[config.mk]
export PLATFORM = sky130hd
export DESIGN_NAME = clken_nco
export DESIGN_NICKNAME = d
export VERILOG_FILES = /design/src/rtl/clken_nco.sv
export SDC_FILE = /design/constraint.sdc
export NUM_CORES = 1
export LEC_CHECK = 0
export CAP_MARGIN = 0
export CORE_AREA = 10 10 120 122
export CTS_CLUSTER_DIAMETER = 200
export DETAILED_ROUTE_END_ITERATION = 16
export DIE_AREA = 0 0 130 132
export PLACE_DENSITY = 0.8
export SYNTH_ARGS = -nofsm -noshare
export SYNTH_HDL_FRONTEND = slang
export SYNTH_SLANG_ARGS = --single-unit
[constraint.sdc]
create_clock -name clk -period 3.05 [get_ports clk]
set_clock_uncertainty 0.1 [all_clocks]
set_input_delay 0.7625 -clock clk [delete_from_list [all_inputs] [get_ports clk]]
set_output_delay 0.7625 -clock clk [all_outputs]
set_load 0.05 [all_outputs]
[src/rtl/clken_nco.sv]
// ============================================================================
// Module   : clken_nco
// Brief    : Multi-channel NCO clock-enable generator. Each channel has a
//            phase accumulator with staged, glitch-free rate updates and a
//            lock delay after reset.
// Revision : 1.0 - initial release
// ============================================================================
`default_nettype none

module clken_nco #(
  parameter int NCH         = 2,
  parameter int ACCW        = 16,
  parameter int DEF_INC     = 2 ** (ACCW - 1),
  parameter int LOCK_CYCLES = 16
) (
  input  logic            clk,
  input  logic            rst,
  input  logic            wr_en,
  input  logic [2:0]      wr_ch,
  input  logic [ACCW:0]   wr_inc,
  input  logic            sync,
  output logic [NCH-1:0]  ce,
  output logic [NCH-1:0]  pending,
  output logic            locked
);

  localparam logic [ACCW:0] c_MAX_INC = {1'b1, {ACCW{1'b0}}};
  localparam logic [ACCW:0] c_DEF_INC =
    (DEF_INC > 2 ** ACCW) ? c_MAX_INC : (ACCW + 1)'(DEF_INC);
  localparam int            c_CNTW    = (LOCK_CYCLES > 1) ? $clog2(LOCK_CYCLES) : 1;
  localparam logic [c_CNTW-1:0] c_LAST = c_CNTW'(LOCK_CYCLES - 1);

  localparam logic [1:0] S_RESET   = 2'd0;
  localparam logic [1:0] S_LOCKING = 2'd1;
  localparam logic [1:0] S_RUN     = 2'd2;

  logic [1:0]        r_state;
  logic [1:0]        w_state_next;
  logic [c_CNTW-1:0] r_lock_cnt;
  logic              w_locked;
  logic              w_wr_ok;
  logic [ACCW:0]     w_wr_inc;

  // Lock sequencer: state register
  always_ff @(posedge clk) begin
    if (rst) begin
      r_state <= S_RESET;
    end else begin
      r_state <= w_state_next;
    end
  end

  // Lock sequencer: next-state logic
  always_comb begin
    w_state_next = r_state;
    case (r_state)
      S_RESET:   w_state_next = (r_lock_cnt == c_LAST) ? S_RUN : S_LOCKING;
      S_LOCKING: w_state_next = (r_lock_cnt == c_LAST) ? S_RUN : S_LOCKING;
      S_RUN:     w_state_next = S_RUN;
      default:   w_state_next = S_RESET;
    endcase
  end

  // Lock sequencer: outputs
  always_comb begin
    w_locked = 1'b0;
    if (r_state == S_RUN) begin
      w_locked = 1'b1;
    end
  end

  // The counter only needs to advance until the run state is reached
  always_ff @(posedge clk) begin
    if (rst) begin
      r_lock_cnt <= '0;
    end else if (r_state != S_RUN && r_lock_cnt != c_LAST) begin
      r_lock_cnt <= r_lock_cnt + 1'b1;
    end
  end

  assign locked   = w_locked;
  assign w_wr_ok  = wr_en && ({1'b0, wr_ch} < 4'(NCH));
  assign w_wr_inc = (wr_inc > c_MAX_INC) ? c_MAX_INC : wr_inc;

  for (genvar gi = 0; gi < NCH; gi++) begin : g_ch
    logic [ACCW-1:0] r_acc;
    logic [ACCW:0]   r_inc;
    logic [ACCW:0]   r_pinc;
    logic            r_pend;
    logic            r_ce;
    logic [ACCW:0]   w_sum;
    logic            w_carry;
    logic            w_sel;
    logic            w_apply;

    assign w_sum   = {1'b0, r_acc} + r_inc;
    assign w_carry = w_sum[ACCW];
    assign w_sel   = w_wr_ok && (wr_ch == 3'(gi));

    // A staged rate is swapped in only at a wrap, on sync, or when the
    // channel is idle, so the output never sees a shortened period.
    always_comb begin
      w_apply = 1'b0;
      if (r_pend) begin
        if (!w_locked) begin
          w_apply = 1'b1;
        end else begin
          w_apply = sync || w_carry || (r_inc == '0);
        end
      end
    end

    always_ff @(posedge clk) begin
      if (rst) begin
        r_acc  <= '0;
        r_inc  <= c_DEF_INC;
        r_pinc <= c_DEF_INC;
        r_pend <= 1'b0;
        r_ce   <= 1'b0;
      end else begin
        if (w_apply) begin
          r_inc <= r_pinc;
        end
        // A write coinciding with an apply stays pending for the next wrap
        if (w_sel) begin
          r_pinc <= w_wr_inc;
          r_pend <= 1'b1;
        end else if (w_apply) begin
          r_pend <= 1'b0;
        end
        if (!w_locked || sync) begin
          r_acc <= '0;
          r_ce  <= 1'b0;
        end else begin
          r_acc <= w_sum[ACCW-1:0];
          r_ce  <= w_carry;
        end
      end
    end

    assign ce[gi]      = r_ce;
    assign pending[gi] = r_pend;
  end

endmodule

`default_nettype wire

==> flow_metrics.env, run 1 <==
export IMPL_syn_instance_count=831
export IMPL_syn_cell_area_um2=6470
export IMPL_avgSynthCellArea_um2=7.79
export IMPL_rows=40
export IMPL_yosysTopAreaCell="dfxtp_1"
export IMPL_dpl_cell_area_um2=6910
export IMPL_tns_ns=0
export IMPL_switching_share_pct=23.9
export IMPL_p_switching_uw=654
export IMPL_leakagePower_nw=2.76
export IMPL_report_final_slew_viol_count=0
export IMPL_grt_ovfl_total=0
export IMPL_routed_via_density=6.07
export IMPL_die_h_um=132
export IMPL_clockBufferDepth=2
export IMPL_die_width_um=130
export IMPL_clockRootBuffer="clkbuf_16"
export IMPL_wl_per_cell_um=15.6
export IMPL_cp_max_fo=11
export IMPL_netlist_top_cells_area="dfxtp_1 (34%), nor3b_1 (7.9%), nand3_1 (7.7%)"
export IMPL_first_global_vias=5408
export IMPL_status="finished, final reports clean"
export IMPL_p_seq_share_pct=53.1
export IMPL_peakVddDrop_mv=0.350
export IMPL_gp_congestion=0.852
export IMPL_diodes=0
export IMPL_synth_most_common_cell="dfxtp_1"
export IMPL_first_iter_violations=579
export IMPL_hold_buffers=0
export IMPL_post_cts_buffers=0
export IMPL_grt_setup_unrepaired="false"
export IMPL_internal_power_mw=2.08
export IMPL_insertion_delay_ns=0.35
export IMPL_combinationalPowerShare_pct=4.2
export IMPL_cts_resized=1
export IMPL_htree_levels=3
export IMPL_vias=6002
export IMPL_cp_arrival_ns=3.05
export IMPL_clkPwrFrac_pct=42.7
export IMPL_synth_flop_cell="dfxtp_1"
export IMPL_drive_above_1_share_pct=7.37
export IMPL_ys_seq_area_share_pct=34.0
export IMPL_synth_distinct_cells=62
export IMPL_ant_nets=0
export IMPL_finalCritPeriodShare_pct=93.7
export IMPL_design_area_um2=7220
export IMPL_coreArea_um2=11900
export IMPL_timing_final_hold_violations=0
export IMPL_ios=29
export IMPL_ys_ff_latch=110
export IMPL_dp_hpwl_um=10800
export IMPL_drtPass1Iterations=7
export IMPL_start_kind="flop"
export IMPL_grtUsageTotal_pct=17.7
export IMPL_powerDensity_nw_per_um2=379
export IMPL_setup_slack_ns=0.191
export IMPL_routed_wl_um=15400
export IMPL_syn_num_nets=890
export IMPL_cts_tree="built"
export IMPL_critPathCaptureType="flop"
export IMPL_relSlewSlack_pct=41.5
export IMPL_fin_util_pct=60.6
export IMPL_numCtsBuffers=9
export IMPL_final_min_clock_period_ns=2.86
export IMPL_dp_slack_ns=-0.00309
export IMPL_fp_dieArea_um2=17200
export IMPL_clk_pin_slew_worst_paths_ns=0.08
export IMPL_drc=0
export IMPL_ys_top_cells_by_count="dfxtp_1 (110), nand3_1 (100), a21oi_1 (87)"
export IMPL_crit_type="reg2reg"
export IMPL_setup_viol=0
export IMPL_async_reset_ff_share_pct=0
export IMPL_start_util_pct=54.3
export IMPL_n_fill_cell=1044
export IMPL_synth_top_area_share_pct=34.0
export IMPL_min_path_type="reg2reg"
export IMPL_cp_required_ns=3.24
export IMPL_yosysWarningCount=0
export IMPL_maxCapViolations=0
export IMPL_max_clock_freq_mhz=350
export IMPL_grt_max_degree=62
export IMPL_io_buffers=28
export IMPL_final_nets=895
export IMPL_antenna_found_initial=0
export IMPL_synth_edf_count=0
export IMPL_worst_pin_slew_ns=0.875
export IMPL_cts_sinks=110
export IMPL_layout_area_overhead_vs_synth_pct=11.5
export IMPL_grt_pass1_wl_um=25900
[through the flow]
step                      total power [mW]  hold slack [ns]  std cells
final                                 2.74            0.329        988
after global routing                  2.82            0.354        988
after CTS                             2.75            0.328        988
after detailed placement              1.60            0.324        972
after global placement                1.60            0.313        972
after floorplan                       1.55            0.308        831
[worst paths after layout]
check                   start               end  slack [ns]  depth (start not counted)
min reg2reg        r_state[0]        r_state[1]        0.33                          1
max reg2reg  g_ch[1].r_inc[0]  g_ch[1].r_inc[9]        0.19                          9
min                r_state[0]        r_state[1]        0.33                          1
max          g_ch[1].r_inc[0]  g_ch[1].r_inc[9]        0.19                          9
[routing by layer]
metal / vias up / routed length [um] / global-route usage, %
met2: 157 / 6900 / 26.0
li1: 3008 / - / -
met4: 0 / 246 / 5.63
met1: 2812 / 7530 / 25.7
met3: 25 / 709 / 2.74
met5: - / 0 / 0
[state kept, by name, summed over array words and instances (netlist names)]
signal,flops
g_ch.r_acc,32
g_ch.r_ce,2
g_ch.r_inc,34
g_ch.r_pend,2
g_ch.r_pinc,34
r_lock_cnt,4
r_state,2
[placed cells by master (no fill, tap or decap), drive strengths merged, types with 11 or more instances in the layout]
cell           instances
dfxtp                110
nand3                100
o21ai                 45
nor4                  11
buf                   31
ha                    33
nor3                  16
a21oi                 88
nor3b                 68
xnor2                 14
clkdlybuf4s50         25
nand2                 82
nor2                  72
inv                   14
a21o                  14
[kinds of logic (layout without fill, tap and decap cells)]
kind of cell    after synthesis  in the layout  synth area share, %
fa+ha+maj                    35             35                 7.00
buf+inv                      73             83                 4.68
flops                       110            110                 34.0
xor+xnor                     19             19                 2.57
compound gates              200            200                 19.9
simple gates                388            388                 30.9
mux                           6              6                0.928
[worst max-delay path, cell delays in order (launching register included)]
cell	delay, ns
dfxtp_1	0.34
ha_1	0.22
fa_1	0.43
a211oi_1	0.23
nor2_1	0.12
a221o_1	0.47
a22oi_2	0.46
buf_4	0.27
nand3_1	0.08
nand3_1	0.08
[final cells by class]
| type | count | area, um2 | share of cell area (%) |
|---|---|---|---|
| Inverter | 11 | 41.3 | 0.572 |
| Clock inverter | 6 | 53.8 | 0.745 |
| Sequential cell | 110 | 2200 | 30.5 |
| Clock buffer | 10 | 239 | 3.31 |
| Timing Repair Buffer | 56 | 508 | 7.04 |
| Tap cell | 147 | 184 | 2.55 |
| Multi-Input combinational cell | 648 | 3990 | 55.3 |
[power by group through the flow]
stage | Sequential, mW | Combinational [mW] | Clock (mW)
after floorplan | 1.49 | 0.0624 | 0
after global placement | 1.49 | 0.112 | 0
after detailed placement | 1.49 | 0.114 | 0
after CTS | 1.45 | 0.114 | 1.18
after global routing | 1.46 | 0.126 | 1.24
final | 1.45 | 0.115 | 1.17
No activity file was read; power rests on OpenSTA's default activity.
==> run 2: changes to the inputs <==
- SLEW_MARGIN: unset -> 20
==> run 2 against run 1 <==
  * Utilization up 0.15 points
  * First-iteration DRC count shrank 7.1%
  * Combinational power barely moved
  * Hold slack worse by 0.0012 ns
  * Fmax fell by 0.18%
  * Cell count unchanged
  * Sequential share of layout area down 0.074 points
  * Final area rose by 0.24%
  * Clock-buffer cell count fell by 1
  * Setup slack got worse by 0.0053 ns
  * Flip-flop and latch count is the same
  * Register-to-register slack about the same
==> flow_metrics.env, run 2 (same netlist as run 1, synthesis figures left out) <==
export IMPL_powerDensity_nw_per_um2=389
export IMPL_grt_pass1_wl_um=26000
export IMPL_die_h_um=132
export IMPL_start_kind="flop"
export IMPL_dp_hpwl_um=10800
export IMPL_final_nets=895
export IMPL_dpl_cell_count=972
export IMPL_layout_commonest_cell="dfxtp_1"
export IMPL_clockBufferDepth=2
export IMPL_hold_buffers=0
export IMPL_dpl_cell_area_um2=6920
export IMPL_ant_nets=0
export IMPL_grt_ovfl_total=0
export IMPL_antenna_found_initial=0
export IMPL_clockRootBuffer="clkbuf_16"
export IMPL_routed_via_density=6.01
export IMPL_final_cell_mix="dfxtp_1 (110), nand3_1 (100), a21oi_1 (87)"
export IMPL_diodes=0
export IMPL_leakagePower_nw=2.77
export IMPL_vias=5937
export IMPL_drtPass1Iterations=5
export IMPL_maxCapViolations=0
export IMPL_ios=29
export IMPL_crit_type="reg2reg"
export IMPL_layout_area_overhead_vs_synth_pct=11.8
export IMPL_grtUsageTotal_pct=17.8
export IMPL_relSlewSlack_pct=41.6
export IMPL_drc=0
export IMPL_finalCritPeriodShare_pct=93.9
export IMPL_io_buffers=28
export IMPL_htree_levels=3
export IMPL_routed_wl_um=15500
export IMPL_start_util_pct=54.3
export IMPL_fp_dieArea_um2=17200
export IMPL_critPathCaptureType="flop"
export IMPL_report_final_slew_viol_count=0
export IMPL_reg_top3="g_ch.r_inc: 34 flops, g_ch.r_pinc: 34 flops, g_ch.r_acc: 32 flops"
export IMPL_grt_setup_unrepaired="false"
export IMPL_numCtsBuffers=9
export IMPL_fin_cells=988
export IMPL_gp_congestion=0.852
export IMPL_status="finished, final reports clean"
export IMPL_final_min_clock_period_ns=2.86
export IMPL_clk_pin_slew_worst_paths_ns=0.08
export IMPL_cts_sinks=110
export IMPL_worst_pin_slew_ns=0.873
export IMPL_coreArea_um2=11900
export IMPL_max_clock_freq_mhz=349
export IMPL_timing_final_hold_violations=0
export IMPL_peakVddDrop_mv=0.273
export IMPL_n_fill_cell=1038
export IMPL_grt_max_degree=62
export IMPL_p_total_mw=2.82
export IMPL_tns_ns=0
export IMPL_first_global_vias=5374
export IMPL_dp_slack_ns=0.209
export IMPL_setup_slack_ns=0.186
export IMPL_cts_tree="built"
export IMPL_cp_required_ns=3.25
export IMPL_design_area_um2=7240
export IMPL_min_path_type="reg2reg"
export IMPL_setup_viol=0
export IMPL_insertion_delay_ns=0.36
export IMPL_cp_arrival_ns=3.06
export IMPL_wl_per_cell_um=15.6
export IMPL_die_width_um=130
export IMPL_rows=40
export IMPL_cp_max_fo=11
export IMPL_drive_above_1_share_pct=7.37
export IMPL_first_iter_violations=538
==> run 2: changes by cell type in the layout (fill, tap and decap cells not counted), sizes merged <==
cell	before	now
inv	14	16
bufinv	0	1
clkbuf	10	9
clkinv	2	1
clkinvlp	1	0
==> run 2: worst paths after layout <==
check / from / endpoint / slack (ns) / cells after the start
worst min-delay path: r_state[0] / r_state[1] / 0.33 / 1
worst min register to register: r_state[0] / r_state[1] / 0.33 / 1
worst max-delay path: g_ch[1].r_inc[0] / g_ch[1].r_inc[5] / 0.19 / 9
worst max register to register: g_ch[1].r_inc[0] / g_ch[1].r_inc[5] / 0.19 / 9
==> run 2: per-stage QoR <==
| stage | utilization (%) | hold slack [ns] |
|---|---|---|
| final | 60.7 | 0.328 |
| after global placement | 58.0 | 0.313 |
| after floorplan | - | 0.308 |
| after detailed placement | 58.1 | 0.324 |
| after CTS | 60.7 | 0.328 |
| after global routing | 60.7 | 0.354 |
==> run 2: timing repair <==
| action | CTS | global route |
|---|---|---|
| resized for setup | 0 | 1 |
| buffers inserted | 0 | 0 |
| setup endpoints to repair | 0 | 5 |
==> run 2: layout make-up <==
type / instances / area [um2] / share of cell area [%]
tap: 147 / 184 / 2.54
timing repair buffer: 56 / 508 / 7.02
clock buffer: 9 / 225 / 3.11
inverter: 11 / 41.3 / 0.571
clock inverter: 7 / 85.1 / 1.18
sequential: 110 / 2200 / 30.4
multi-input combinational: 648 / 3990 / 55.1
==> run 2: per-layer routing <==
layer	part of all wire, %	vias up	global-route usage [%]	routed length [um]
li1	-	3001	-	-
met1	50	2776	25.7	7710
met5	0	-	0	0
met2	44	143	26.1	6860
met3	4.4	17	2.78	675
met4	1.4	0	5.94	215
==> run 2: power by group <==
part / switching, mW / total (mW) / internal (mW)
registers: 0.00779 / 1.45 / 1.45
logic: 0.0706 / 0.115 / 0.0447
clock network: 0.592 / 1.25 / 0.658
==> run 2: critical path: stages, from the launching register on <==
cell and delay, ns:
dfxtp_1 0.34, ha_1 0.22, fa_1 0.43, a211oi_1 0.23
nor2_1 0.12, a221o_1 0.47, a22oi_2 0.45, buf_4 0.27
nand3_1 0.09, nand3_1 0.09
